`src/rtl/mips_boot_sequencer.sv`:
```
// Boot/session sequencer for the MIPS core. It resets the core, loads the I/D cache images
// from a 32-bit valid/ready stream, pulses start, then supervises the run until halt or timeout.
module mips_boot_sequencer #(
    parameter int MAX_IWORDS     = 1024,
    parameter int MAX_DWORDS     = 1024,
    parameter int TIMEOUT_CYCLES = 65536,
    parameter int CLR_CYCLES     = 2
) (
    input  logic        clk,
    input  logic        rst,
    input  logic        go,
    input  logic        abort,
    input  logic        s_valid,
    input  logic [31:0] s_data,
    output logic        s_ready,
    input  logic        halt_in,
    output logic        core_rst,
    output logic        icache_we,
    output logic [31:0] iaddr,
    output logic [31:0] idata,
    output logic        dcache_we,
    output logic [31:0] daddr,
    output logic [31:0] ddata,
    output logic        core_start,
    output logic        busy,
    output logic        done,
    output logic        error,
    output logic [1:0]  err_code,
    output logic [31:0] run_cycles
);

    // state  | meaning
    // IDLE   | waiting for go; core held in reset until the first session
    // CLR    | core_rst asserted for CLR_CYCLES cycles
    // IHDR   | expecting the instruction word count
    // ILOAD  | streaming instruction words into the I-cache
    // DHDR   | expecting the data word count
    // DLOAD  | streaming data words into the D-cache
    // LAUNCH | single-cycle core_start pulse
    // RUN    | core executing; counting cycles until halt or timeout
    // DONE   | run ended by halt_in
    // ERR    | session failed; err_code says why
    typedef enum logic [3:0] {
        S_IDLE, S_CLR, S_IHDR, S_ILOAD, S_DHDR, S_DLOAD, S_LAUNCH, S_RUN, S_DONE, S_ERR
    } state_t;

    localparam logic [31:0] MAXI   = MAX_IWORDS;
    localparam logic [31:0] MAXD   = MAX_DWORDS;
    localparam logic [31:0] TO     = TIMEOUT_CYCLES;
    localparam logic [15:0] CLR_M1 = 16'(CLR_CYCLES - 1);

    state_t      state_q, state_d;
    logic        hold_q, hold_d;
    logic [15:0] clr_cnt_q, clr_cnt_d;
    logic [15:0] idx_q, idx_d;
    logic [15:0] cnt_q, cnt_d;
    logic        iwe_q, iwe_d;
    logic [15:0] iaddr_q, iaddr_d;
    logic [31:0] idata_q, idata_d;
    logic        dwe_q, dwe_d;
    logic [15:0] daddr_q, daddr_d;
    logic [31:0] ddata_q, ddata_d;
    logic        done_q, done_d;
    logic        err_q, err_d;
    logic [1:0]  code_q, code_d;
    logic [31:0] run_q, run_d;

    logic        accept;
    logic [15:0] hdr_n;
    logic [31:0] hdr_n32;
    logic [31:0] run_inc;
    logic        last_word;

    assign s_ready    = (state_q == S_IHDR) || (state_q == S_ILOAD) ||
                        (state_q == S_DHDR) || (state_q == S_DLOAD);
    assign busy       = !((state_q == S_IDLE) || (state_q == S_DONE) || (state_q == S_ERR));
    assign core_start = (state_q == S_LAUNCH);
    assign core_rst   = hold_q || (state_q == S_CLR);

    assign accept    = s_valid && s_ready;
    assign hdr_n     = s_data[15:0];
    assign hdr_n32   = {16'd0, hdr_n};
    assign run_inc   = run_q + 32'd1;
    assign last_word = (idx_q == cnt_q - 16'd1);

    always_comb begin
        state_d   = state_q;
        hold_d    = hold_q;
        clr_cnt_d = clr_cnt_q;
        idx_d     = idx_q;
        cnt_d     = cnt_q;
        iwe_d     = 1'b0;
        iaddr_d   = iaddr_q;
        idata_d   = idata_q;
        dwe_d     = 1'b0;
        daddr_d   = daddr_q;
        ddata_d   = ddata_q;
        done_d    = done_q;
        err_d     = err_q;
        code_d    = code_q;
        run_d     = run_q;

        case (state_q)
            S_IDLE, S_DONE, S_ERR: begin
                if (go && !abort) begin
                    state_d   = S_CLR;
                    hold_d    = 1'b0;
                    clr_cnt_d = CLR_M1;
                    done_d    = 1'b0;
                    err_d     = 1'b0;
                    code_d    = 2'd0;
                    run_d     = 32'd0;
                end
            end
            S_CLR: begin
                if (clr_cnt_q == 16'd0) begin
                    state_d = S_IHDR;
                end else begin
                    clr_cnt_d = clr_cnt_q - 16'd1;
                end
            end
            S_IHDR: begin
                if (accept) begin
                    if (hdr_n == 16'd0) begin
                        state_d = S_DHDR;
                    end else if (hdr_n32 > MAXI) begin
                        state_d = S_ERR;
                        err_d   = 1'b1;
                        code_d  = 2'd1;
                    end else begin
                        state_d = S_ILOAD;
                        cnt_d   = hdr_n;
                        idx_d   = 16'd0;
                    end
                end
            end
            S_ILOAD: begin
                if (accept) begin
                    iwe_d   = 1'b1;
                    iaddr_d = idx_q;
                    idata_d = s_data;
                    idx_d   = idx_q + 16'd1;
                    if (last_word) begin
                        state_d = S_DHDR;
                    end
                end
            end
            S_DHDR: begin
                if (accept) begin
                    if (hdr_n == 16'd0) begin
                        state_d = S_LAUNCH;
                    end else if (hdr_n32 > MAXD) begin
                        state_d = S_ERR;
                        err_d   = 1'b1;
                        code_d  = 2'd1;
                    end else begin
                        state_d = S_DLOAD;
                        cnt_d   = hdr_n;
                        idx_d   = 16'd0;
                    end
                end
            end
            S_DLOAD: begin
                if (accept) begin
                    dwe_d   = 1'b1;
                    daddr_d = idx_q;
                    ddata_d = s_data;
                    idx_d   = idx_q + 16'd1;
                    if (last_word) begin
                        state_d = S_LAUNCH;
                    end
                end
            end
            S_LAUNCH: begin
                state_d = S_RUN;
            end
            S_RUN: begin
                run_d = (run_q == 32'hFFFF_FFFF) ? run_q : run_inc;
                // halt has priority over a timeout landing on the same cycle
                if (halt_in) begin
                    state_d = S_DONE;
                    done_d  = 1'b1;
                end else if (run_inc == TO) begin
                    state_d = S_ERR;
                    err_d   = 1'b1;
                    code_d  = 2'd2;
                end
            end
            default: begin
                state_d = S_IDLE;
            end
        endcase

        // Abort overrides any busy-state transition; a write captured this cycle still lands.
        if (busy && abort) begin
            state_d = S_ERR;
            err_d   = 1'b1;
            code_d  = 2'd3;
        end
    end

    always_ff @(posedge clk or posedge rst) begin
        if (rst) begin
            state_q   <= S_IDLE;
            hold_q    <= 1'b1;
            clr_cnt_q <= 16'd0;
            idx_q     <= 16'd0;
            cnt_q     <= 16'd0;
            iwe_q     <= 1'b0;
            iaddr_q   <= 16'd0;
            idata_q   <= 32'd0;
            dwe_q     <= 1'b0;
            daddr_q   <= 16'd0;
            ddata_q   <= 32'd0;
            done_q    <= 1'b0;
            err_q     <= 1'b0;
            code_q    <= 2'd0;
            run_q     <= 32'd0;
        end else begin
            state_q   <= state_d;
            hold_q    <= hold_d;
            clr_cnt_q <= clr_cnt_d;
            idx_q     <= idx_d;
            cnt_q     <= cnt_d;
            iwe_q     <= iwe_d;
            iaddr_q   <= iaddr_d;
            idata_q   <= idata_d;
            dwe_q     <= dwe_d;
            daddr_q   <= daddr_d;
            ddata_q   <= ddata_d;
            done_q    <= done_d;
            err_q     <= err_d;
            code_q    <= code_d;
            run_q     <= run_d;
        end
    end

    assign icache_we  = iwe_q;
    assign iaddr      = {16'd0, iaddr_q};
    assign idata      = idata_q;
    assign dcache_we  = dwe_q;
    assign daddr      = {16'd0, daddr_q};
    assign ddata      = ddata_q;
    assign done       = done_q;
    assign error      = err_q;
    assign err_code   = code_q;
    assign run_cycles = run_q;

endmodule

```
`config.mk`:
```
export PLATFORM = sky130hd
export DESIGN_NAME = mips_boot_sequencer
export DESIGN_NICKNAME = d
export VERILOG_FILES = /design/src/rtl/mips_boot_sequencer.sv
export SDC_FILE = /design/constraint.sdc
export NUM_CORES = 1
export LEC_CHECK = 0
export ABC_AREA = 1
export BUFFER_PORTS_ARGS = -buffer_cell sky130_fd_sc_hd__buf_2
export CORE_MARGIN = 3
export CORE_UTILIZATION = 55
export CTS_CLUSTER_DIAMETER = 120
export CTS_CLUSTER_SIZE = 24
export DETAILED_ROUTE_END_ITERATION = 10
export GPL_TIMING_DRIVEN = 0
export PLACE_DENSITY = 0.8
export SYNTH_ARGS = -nofsm -noshare
export SYNTH_HDL_FRONTEND = slang
export SYNTH_SLANG_ARGS = --single-unit
```
`constraint.sdc`:
```
create_clock -name clk -period 5.8 [get_ports clk]
set_input_delay 0.29 -clock clk [delete_from_list [all_inputs] [get_ports clk]]
set_output_delay 0.29 -clock clk [all_outputs]
set_load 0.005 [all_outputs]
```
==> summary.txt, run 1 <==
Power
  • Leak Pwr: 6.177 nW
  • VDD IR-drop max: 0.3060 mV
  • Pwr Density: 410.2 nW/um2

Critical path
  • CP Capture Type: flop
  • Crit-path leading delay family: simple AND/OR/NAND/NOR gates
  • Worst path arrival time: 2.83 ns
  • CP startpoint kind: flop
  • CP max stage cell: dfrtp_1
  • Max incr delay on CP: 0.47 ns
  • Most frequent CP cell: nand2_1
  • Buf/Inv on CP: 1
  • WS Path Type: flop to flop
  • CP max FO: 10
  • CP Cell Sequence: ha_1, nand2_2, nor2_4, nand2_4, nor2_8, nand4_1, nand2_1, nand2_1, clkbuf_1, o21ai_0
  • CP Data Required Time: 6.13 ns

CTS
  • # hold bufs at CTS: 1
  • CTS tree: built
  • H-tree Lvls: 4
  • CTS root buf: clkbuf_16
  • CTS buffer count: 17
  • CTS Sinks: 187
  • Post-CTS Resized: 0
  • Clk_lat worst skew: 0.43 ns
  • Worst-case clock buffer depth: 2
  • Post CTS Setup Buffer Count: 0
  • Clock slew seen by the registers of the worst setup and hold paths: 0.07 ns

STA
  • Max_slew headroom: 55.09%
  • Worst Max-Slew Pin Slew: 0.6737 ns
  • RSZ-0062 raised after global routing: no
  • Tmin final: 2.493 ns
  • Slew Limit Fails: 0
  • FMAX: 401.2 MHz
  • Clk_skew: 0.01182 ns
  • Final worst slack: 3.307 ns
  • Final Hold Vio Count: 0
  • Finish-stage setup viols: 0
  • Period utilization: 42.98%

Floorplan
  • Placeable Area: 17,360 um2
  • Die Height: 139.4 um
  • FP Rows: 48
  • Die W: 139.4 um
  • Num ports: 208
  • Die Footprint: 19,440 um2
  • Starting density of the core: 56.43%

Placed design
  • Final HPWL DP: 19,690 um
  • Cell count after placement: 1,667
  • Placement Setup Slack: 3.352 ns
  • Routability Congestion: 0.9376
  • Area post-placement: 11,100 um2
  • I/O Buffers: 175

Synth
  • Yosys Warn Count: 0
  • Mapped Cells: 1,235
  • EDFF count, synth: 0
  • Post-Syn Area: 9794 um2
  • Seq/Total Area, Yosys: 47.79%
  • Synth cell types: 45
  • Main synth FF type: dfrtp_1
  • Area leader, netlist: dfrtp_1
  • Async set-reset flop share out of synthesis: 100.0%
  • Synth area leaders: dfrtp_1, nand2_1, inv_1, nor2_1, nand3_1
  • Avg Cell Area, Syn: 7.931 um2
  • Yosys reg bits: 187
  • Synth top area share: 47.52%

Worst hold path
  • Hold crit path type: input port to flop

Flow run
  • Max-Cap Viols: 0

Cells and area
  • Layout Area Growth over Synthesis: 19.53%
  • Fin nets: 1,505
  • Multi-input gate area: 4342 um2
  • Fill count: 1,472
  • Commonest non-fill, non-tap cell in the layout: nand2_1
  • Post-route cell area: 11,710 um2
  • Commonest non-fill, non-tap cells in the layout: nand2_1, dfrtp_1, buf_2, inv_1, nor2_1
  • Core Util, Final: 67.45%
  • Layout cells sized above 1: 21.56%
  • Antenna cell count: 0
  • Fin cells: 1,700
  • Register Area: 4681 um2

Run status
  • Status: complete, no violations

Routing
  • DR vias/cell: 5.335
  • DR DRC count: 0
  • DRT iter0 DRCs: 645
  • Via count: 9,069
  • Antenna viol nets, final: 0
  • Wire length per cell: 15.40 um
  • Drt first pass iters: 5
  • DRT Wirelength: 26,180 um

GRT
  • First-pass GRT wire length: 42,700 um
  • Vias in the first global route: 8,745
  • Total global routing overflow: 0
  • Largest net degree at the start of global routing: 97
  • Initial antenna violation count: 1
  • Global-route usage over all layers: 26.86%
-- state kept, by name (all words and copies together), names as in the netlist --
name / cells
err_code: 2
error: 1
state_q: 4
idx_q: 16
run_cycles: 32
daddr_q: 16
ddata: 32
iaddr_q: 16
idata: 32
done: 1
dcache_we: 1
icache_we: 1
hold_q: 1
cnt_q: 16
clr_cnt_q: 16
-- stage by stage --
stage / setup TNS (ns) / hold slack [ns] / power (mW)
final: 0 / 0.06447 / 4.802
after floorplan: 0 / 0.3996 / 2.963
after global placement: -306.88 / 0.4454 / 3.566
after detailed placement: 0 / 0.4476 / 3.630
after CTS: 0 / 0.05331 / 4.817
after global routing: 0 / 0.06784 / 5.114
-- worst register-to-register path, cell delays in order, from the launching register on --
cell and delay (ns):
dfrtp_1 0.47, ha_1 0.26, nand2_2 0.09, nor2_4 0.20, nand2_4 0.11, nor2_8 0.16
nand4_1 0.13, nand2_1 0.14, nand2_1 0.23, clkbuf_1 0.34, o21ai_0 0.29
-- metal layers --
layer / global-route usage (%) / routed length, um
met5: 0 / 11
met4: 9.423 / 502
met3: 7.182 / 2483
met2: 43.31 / 12330
met1: 35.32 / 10850
-- kinds of logic (layout without fill, tap and decap cells) --
group | after synthesis | after routing | share of synthesized area, %
muxes | 21 | 21 | 2.414
buffers and inverters | 202 | 411 | 9.070
DFF | 187 | 187 | 47.79
and+or+nand+nor | 630 | 630 | 27.77
other | 1 | 32 | 0.03829
xor gates and xnor gates | 31 | 31 | 2.772
adders and majority gates | 5 | 5 | 0.6387
AOI/OAI and AO/OA | 158 | 158 | 9.505
-- synth_stat cells, types with 17 or more instances --
cell	count
a21oi_1	18
buf_4	33
clkbuf_1	24
dfrtp_1	186
inv_1	130
mux2_2	21
nand2_1	371
nand3_1	73
nand4_1	17
nor2_1	106
o21a_1	30
o21ai_0	66
xor2_1	20
-- layout make-up --
cell class,count,area share [%]
plain buffers,66,3.228
clock buffers,20,3.986
clock inverters,12,1.090
inverters,136,4.424
multi-input cells,877,37.08
flip-flops and latches,187,39.98
well taps,225,2.405
repair buffers,177,7.802
-- power by group --
| group | switching [mW] | internal (mW) |
|---|---|---|
| sequential | 0.290 | 1.71 |
| clock | 0.541 | 0.639 |
| combinational | 0.923 | 0.696 |
| total | 1.75 | 3.05 |
-- final timing paths --
| path | startpoint | cells past startpoint | end | slack [ns] |
|---|---|---|---|---|
| setup reg to reg | run_cycles[0] | 10 | run_cycles[12] | 3.31 |
| hold reg to reg | hold_q | 2 | hold_q | 0.46 |
| max in group asynchronous | rst | 4 | idx_q[8] | 4.42 |
| min in group asynchronous | rst | 3 | idata[20] | 0.52 |
| setup / recovery | run_cycles[0] | 10 | run_cycles[12] | 3.31 |
| hold / removal | s_data[30] | 3 | ddata[30] | 0.06 |
No activity file was read; power rests on OpenSTA's default activity.
==> run 2: changes to the inputs <==
==> constraint.sdc (replaced) <==
create_clock -name clk -period 2.4 [get_ports clk]
set_input_delay 0.12 -clock clk [delete_from_list [all_inputs] [get_ports clk]]
set_output_delay 0.12 -clock clk [all_outputs]
set_load 0.005 [all_outputs]
==> run 2 against run 1 <==
Combinational power up 150%. Clock-buffer cell count down 2. Largest power group unchanged. Register-to-register slack got worse by 3.3 ns. Critical path depth increased by 6. Clock power rose by 140%. Maximum frequency is 6.1% higher. Final cell count is 2.0% higher. Design area increased by 3.8%. Sequential power increased by 140%. Wire length up 4.5%.
==> summary.txt, run 2 (synthesized netlist as in run 1, its figures left out) <==
GRT
  • Global-route usage over all layers: 27.77%
  • Initial antenna violation count: 0
  • Total global routing overflow: 0
  • First-pass GRT wire length: 44,090 um
  • Largest net degree at the start of global routing: 43
  • Vias in the first global route: 8,906

Routing
  • M1 wire length: 11,110 um
  • Drt first pass iters: 5
  • Met2 WL: 13,160 um
  • Max Used Layer: met4
  • Via count: 9,201
  • Antenna viol nets, final: 0
  • Wire length per cell: 15.78 um
  • Met3 routed wirelength: 2445 um
  • DR vias/cell: 5.306
  • DRT Wirelength: 27,360 um
  • DRT iter0 DRCs: 660
  • DR DRC count: 0

Cells and area
  • Commonest non-fill, non-tap cell in the layout: nand2_1
  • Layout Area Growth over Synthesis: 24.11%
  • Fill count: 1,344
  • Antenna cell count: 0
  • Multi-input gate area: 4413 um2
  • Core Util, Final: 70.03%
  • Layout cells sized above 1: 22.93%
  • Fin nets: 1,539
  • Post-route cell area: 12,160 um2
  • Register Area: 4688 um2
  • Commonest non-fill, non-tap cells in the layout: nand2_1, buf_2, dfrtp_1, inv_1, nor2_1

Power
  • Sequential Power Share: 41.4%
  • VDD IR-drop max: 0.6632 mV
  • Pwr Density: 963.7 nW/um2
  • Psw: 4.385 mW
  • Switch share: 37.43%
  • Comb power frac: 34.5%
  • Clock power share: 24.1%
  • Total Power: 11.71 mW
  • Leak Pwr: 6.352 nW
  • Pint: 7.329 mW

Placed design
  • Area post-placement: 11,170 um2
  • I/O Buffers: 175
  • Routability Congestion: 0.9184
  • Final HPWL DP: 19,710 um

STA
  • Finish-stage setup viols: 0
  • Tmin final: 2.350 ns
  • Slew Limit Fails: 0
  • Period utilization: 97.92%
  • Max_slew headroom: 57.10%
  • FMAX: 425.5 MHz
  • Worst Max-Slew Pin Slew: 0.6436 ns
  • Final Hold Vio Count: 0
  • Clk_skew: 0.01786 ns

Critical path
  • CP Capture Type: flop
  • CP Data Required Time: 2.72 ns
  • CP max FO: 4
  • Reg2Reg Capture Point: err_code[0]
  • CP startpoint kind: flop
  • Start of the worst register-to-register path: run_cycles[1]
  • Flop2flop setup slack: 0.05 ns
  • Worst path arrival time: 2.67 ns
  • Worst Reg-to-Reg Cells: 16
  • WS Path Type: flop to flop

Floorplan
  • Placeable Area: 17,360 um2
  • Starting density of the core: 56.43%
  • Die Footprint: 19,440 um2
  • Die W: 139.4 um
  • Num ports: 208
  • FP Rows: 48
  • Die Height: 139.4 um

Worst hold path
  • Hold Crit Start: s_data[3]
  • Hold crit path type: input port to flop
  • End of the worst hold path: cnt_q[3]
  • Hold-critical path depth: 3

CTS
  • H-tree Lvls: 4
  • CTS root buf: clkbuf_16
  • CTS buffer count: 17
  • Worst-case clock buffer depth: 2
  • Clk_lat worst skew: 0.44 ns
  • CTS tree: built
  • CTS Sinks: 187
  • Clock slew seen by the registers of the worst setup and hold paths: 0.08 ns

Flow run
  • Max-Cap Viols: 0

Run status
  • Status: complete, no violations
[run 2: cell types whose count changed in the layout (fill, tap and decap cells not counted), moves of 2 or more]
cell / delta
dfrtp_1: -6
clkinv_8: +2
dfrtp_2: +6
inv_8: +2
buf_12: +6
clkbuf_8: -2
nor2_4: +3
dlygate4sd3_1: +25
clkbuf_1: -4
clkbuf_2: +4
nor2_1: -4
buf_4: +4
[run 2: per-stage QoR]
| step | hold slack, ns | std cells | worst slack [ns] | TNS, ns |
|---|---|---|---|---|
| 6_report | 0.01637 | 1734 | 0.04986 | 0 |
| 5_1_grt | 0.01638 | 1734 | -0.04533 | -0.2341 |
| 4_1_cts | 0.005585 | 1729 | 0.04312 | 0 |
| 3_5_place_dp | 0.2164 | 1671 | -0.05969 | -0.3596 |
| 3_3_place_gp | 0.3272 | 1666 | -1.261 | -231.48 |
| 2_1_floorplan | 0.2296 | 1266 | -0.1257 | -23.38 |
[run 2: worst max-delay path by stage]
stage	startpoint	to	slack, ns	cells past startpoint
2_1_floorplan	rst	clr_cnt_q[0]	-0.13	1
3_3_place_gp	rst	daddr_q[1]	-1.26	2
3_5_place_dp	run_cycles[0]	err_code[0]	-0.06	15
4_1_cts	run_cycles[1]	run_cycles[14]	0.04	10
5_1_grt	run_cycles[1]	err_code[0]	-0.05	14
6_report	run_cycles[1]	err_code[0]	0.05	16
[run 2: metal layers]
metal  GRT usage, %  vias up
met2          46.01      420
li1               -     4410
met3          7.388       52
met4          9.114        0
met1          35.71     4319
met5              0        -
[run 2: critical path: stages, from the launching register on]
cell,delay (ns)
dfrtp_2,0.39
buf_4,0.12
nand3_1,0.17
nor2_1,0.27
nand3_1,0.17
nand2_1,0.09
nand2_1,0.07
nor2_1,0.10
nand2_1,0.06
nor2_1,0.13
nand2_1,0.09
nor2_2,0.17
nand3_1,0.11
nand2_2,0.10
nand2_2,0.07
nand2_1,0.06
nand2_1,0.05
[run 2: power groups by stage]
| stage | Sequential [mW] | Clock [mW] | Combinational [mW] |
|---|---|---|---|
| 3_3_place_gp | 4.81 | 0 | 3.78 |
| 2_1_floorplan | 4.84 | 0 | 2.33 |
| 6_report | 4.85 | 2.82 | 4.04 |
| 4_1_cts | 4.81 | 2.84 | 3.97 |
| 3_5_place_dp | 4.83 | 0 | 3.91 |
| 5_1_grt | 4.96 | 2.98 | 4.53 |
[run 2: final cells by class]
cell class	instances	area share, %
clock inverter	14	1.225
timing repair buffer	211	10.58
multi-input combinational	877	36.30
inverter	136	4.231
clock buffer	18	3.613
tap	225	2.316
sequential	187	38.57
buffer	66	3.160
[run 2: repair_timing]
item,in CTS,in global routing
hold buffers,26,0
hold endpoints to repair,68,0
buffers inserted,0,5
pin swaps,0,5
endpoints found under the setup margin,14,44
gates resized for setup,3,26
==> run 3: changes to the inputs <==
--- a/config.mk
+++ b/config.mk
@@ -6,7 +6,7 @@
 export NUM_CORES = 1
 export LEC_CHECK = 0
 export ABC_AREA = 1
-export BUFFER_PORTS_ARGS = -buffer_cell sky130_fd_sc_hd__buf_2
+export BUFFER_PORTS_ARGS = -buffer_cell sky130_fd_sc_hd__buf_4
 export CORE_MARGIN = 3
 export CORE_UTILIZATION = 55
 export CTS_CLUSTER_DIAMETER = 120
==> run 3 against run 2 <==
Flip-flop and latch count unchanged. Die area unchanged. Global-route usage down 0.089 points. Clock power about the same. Sequential power about the same. Via count down 0.12%. Register-to-register slack better by 0.07 ns. Maximum frequency up 2.9%. First-iteration DRC count down 7.7%. Utilization up 2.0 points.
==> summary.txt, run 3 (synthesized netlist as in run 1, its figures left out) <==
STA
  • Tmin final: 2.283 ns
  • Period utilization: 95.14%
  • RSZ-0062 raised after global routing: yes
  • Max_slew headroom: 40.78%
  • Final Hold Vio Count: 0
  • Finish-stage setup viols: 0
  • Clk_skew: 0.01687 ns
  • Setup TNS: 0 ns
  • Worst Max-Slew Pin Slew: 0.8864 ns
  • Slew Limit Fails: 0
  • FMAX: 438.0 MHz

Critical path
  • CP max stage cell: dfrtp_2
  • WS Path Type: flop to flop
  • Worst path arrival time: 2.61 ns
  • CP Capture Type: flop
  • Most frequent CP cell: nand2_1
  • CP max FO: 6
  • CP Data Required Time: 2.72 ns
  • CP startpoint kind: flop
  • Buf/Inv on CP: 0
  • CP Cell Sequence: ha_4, nand2_2, nor2_4, nand2_4, nor2_8, xor2_2, nand2_1, nor2_1, nand2_1, nor2_2, nand3_1, nand2_2, nand2_2, nand2_1, nand2_1
  • Max incr delay on CP: 0.43 ns
  • Crit-path leading delay family: simple AND/OR/NAND/NOR gates

Floorplan
  • FP Rows: 48
  • Die Footprint: 19,440 um2
  • Placeable Area: 17,360 um2
  • Die Height: 139.4 um
  • Die W: 139.4 um
  • Starting density of the core: 56.43%
  • Num ports: 208

Cells and area
  • Post-route cell area: 12,500 um2
  • Fill count: 1,266
  • Fin nets: 1,533
  • Commonest non-fill, non-tap cells in the layout: nand2_1, buf_4, dfrtp_1, inv_1, nor2_1
  • Layout Area Growth over Synthesis: 27.63%
  • Commonest non-fill, non-tap cell in the layout: nand2_1
  • Antenna cell count: 0
  • Core Util, Final: 72.02%
  • Layout cells sized above 1: 22.82%

Power
  • Total Power: 12.21 mW
  • Leak Pwr: 6.383 nW
  • VDD IR-drop max: 0.6669 mV
  • Pwr Density: 976.8 nW/um2

CTS
  • Clk_lat worst skew: 0.44 ns
  • H-tree Lvls: 4
  • Clock slew seen by the registers of the worst setup and hold paths: 0.08 ns
  • CTS buffer count: 17
  • CTS tree: built
  • Worst-case clock buffer depth: 2
  • CTS root buf: clkbuf_16
  • CTS Sinks: 187

Routing
  • Antenna viol nets, final: 0
  • Wire length per cell: 15.92 um
  • Drt first pass iters: 5
  • Via count: 9,190
  • DRT Wirelength: 27,510 um
  • DRT iter0 DRCs: 609
  • DR DRC count: 0
  • DR vias/cell: 5.318

GRT
  • Routing usage on met1: 36.74%
  • Initial antenna violation count: 0
  • Total global routing overflow: 0
  • M3 GR Usage: 7.320%
  • Met2 usage: 44.89%
  • Largest net degree at the start of global routing: 45
  • First-pass GRT wire length: 43,920 um
  • Vias in the first global route: 8,794
  • Global-route usage over all layers: 27.68%
  • Busiest grt layer: met2

Placed design
  • I/O Buffers: 175
  • Area post-placement: 11,590 um2
  • Routability Congestion: 0.9244
  • Final HPWL DP: 20,000 um

Worst hold path
  • Hold crit path type: input port to flop

Flow run
  • Max-Cap Viols: 0

Run status
  • Status: complete, no violations
## run 3: layout make-up
| type | count | area, um2 | area share (%) |
|---|---|---|---|
| Sequential cell | 187 | 4688 | 37.50 |
| Multi-Input combinational cell | 877 | 4397 | 35.17 |
| Tap cell | 225 | 281.5 | 2.252 |
| Timing Repair Buffer | 205 | 1647 | 13.17 |
| Clock inverter | 13 | 140.1 | 1.121 |
| Inverter | 136 | 514.2 | 4.114 |
| Buffer | 66 | 380.4 | 3.043 |
| Clock buffer | 19 | 452.9 | 3.623 |
## run 3: worst paths after layout
check                               from     endpoint  slack [ns]  cells past startpoint
max in group asynchronous            rst     cnt_q[1]        1.00                      5
max reg2reg                run_cycles[0]  err_code[1]        0.12                     15
min in group asynchronous            rst    idata[22]        0.42                      3
min                            s_data[2]     cnt_q[2]        0.01                      3
max                        run_cycles[0]  err_code[1]        0.12                     15
min reg2reg                       hold_q       hold_q        0.46                      2
## run 3: power by group
group	internal, mW	total, mW	switching, mW
sequential	4.14	4.88	0.738
clock	1.45	2.85	1.39
combinational	2.17	4.48	2.31
## run 3: worst reg2reg max path, stage by stage, from the launching register on
cell	delay, ns
dfrtp_2	0.43
ha_4	0.17
nand2_2	0.07
nor2_4	0.22
nand2_4	0.12
nor2_8	0.15
xor2_2	0.20
nand2_1	0.07
nor2_1	0.11
nand2_1	0.08
nor2_2	0.17
nand3_1	0.11
nand2_2	0.11
nand2_2	0.08
nand2_1	0.06
nand2_1	0.05
## run 3: timing repair
item,in CTS,in global routing
setup endpoints to repair,18,34
pin swaps,0,4
buffers inserted,0,3
gates resized for setup,3,20
endpoints found under the hold margin,76,0
hold buffers,23,0
## run 3: per-layer routing
metal	share of wire, %	vias to the layer above	wire length, um
met5	0	-	0
met4	2.2	0	606
met3	8.6	50	2371
met2	47	356	13040
met1	42	4392	11490
li1	-	4392	-
## run 3: per-stage QoR
stage          instances  hold WS, ns  setup slack, ns
2_1_floorplan       1266       0.2296          -0.1257
3_3_place_gp        1666       0.3225           -1.242
3_5_place_dp        1670       0.3283         -0.03814
4_1_cts             1725     0.004541         0.007571
5_1_grt             1728      0.01375         -0.02243
6_report            1728      0.01172           0.1167
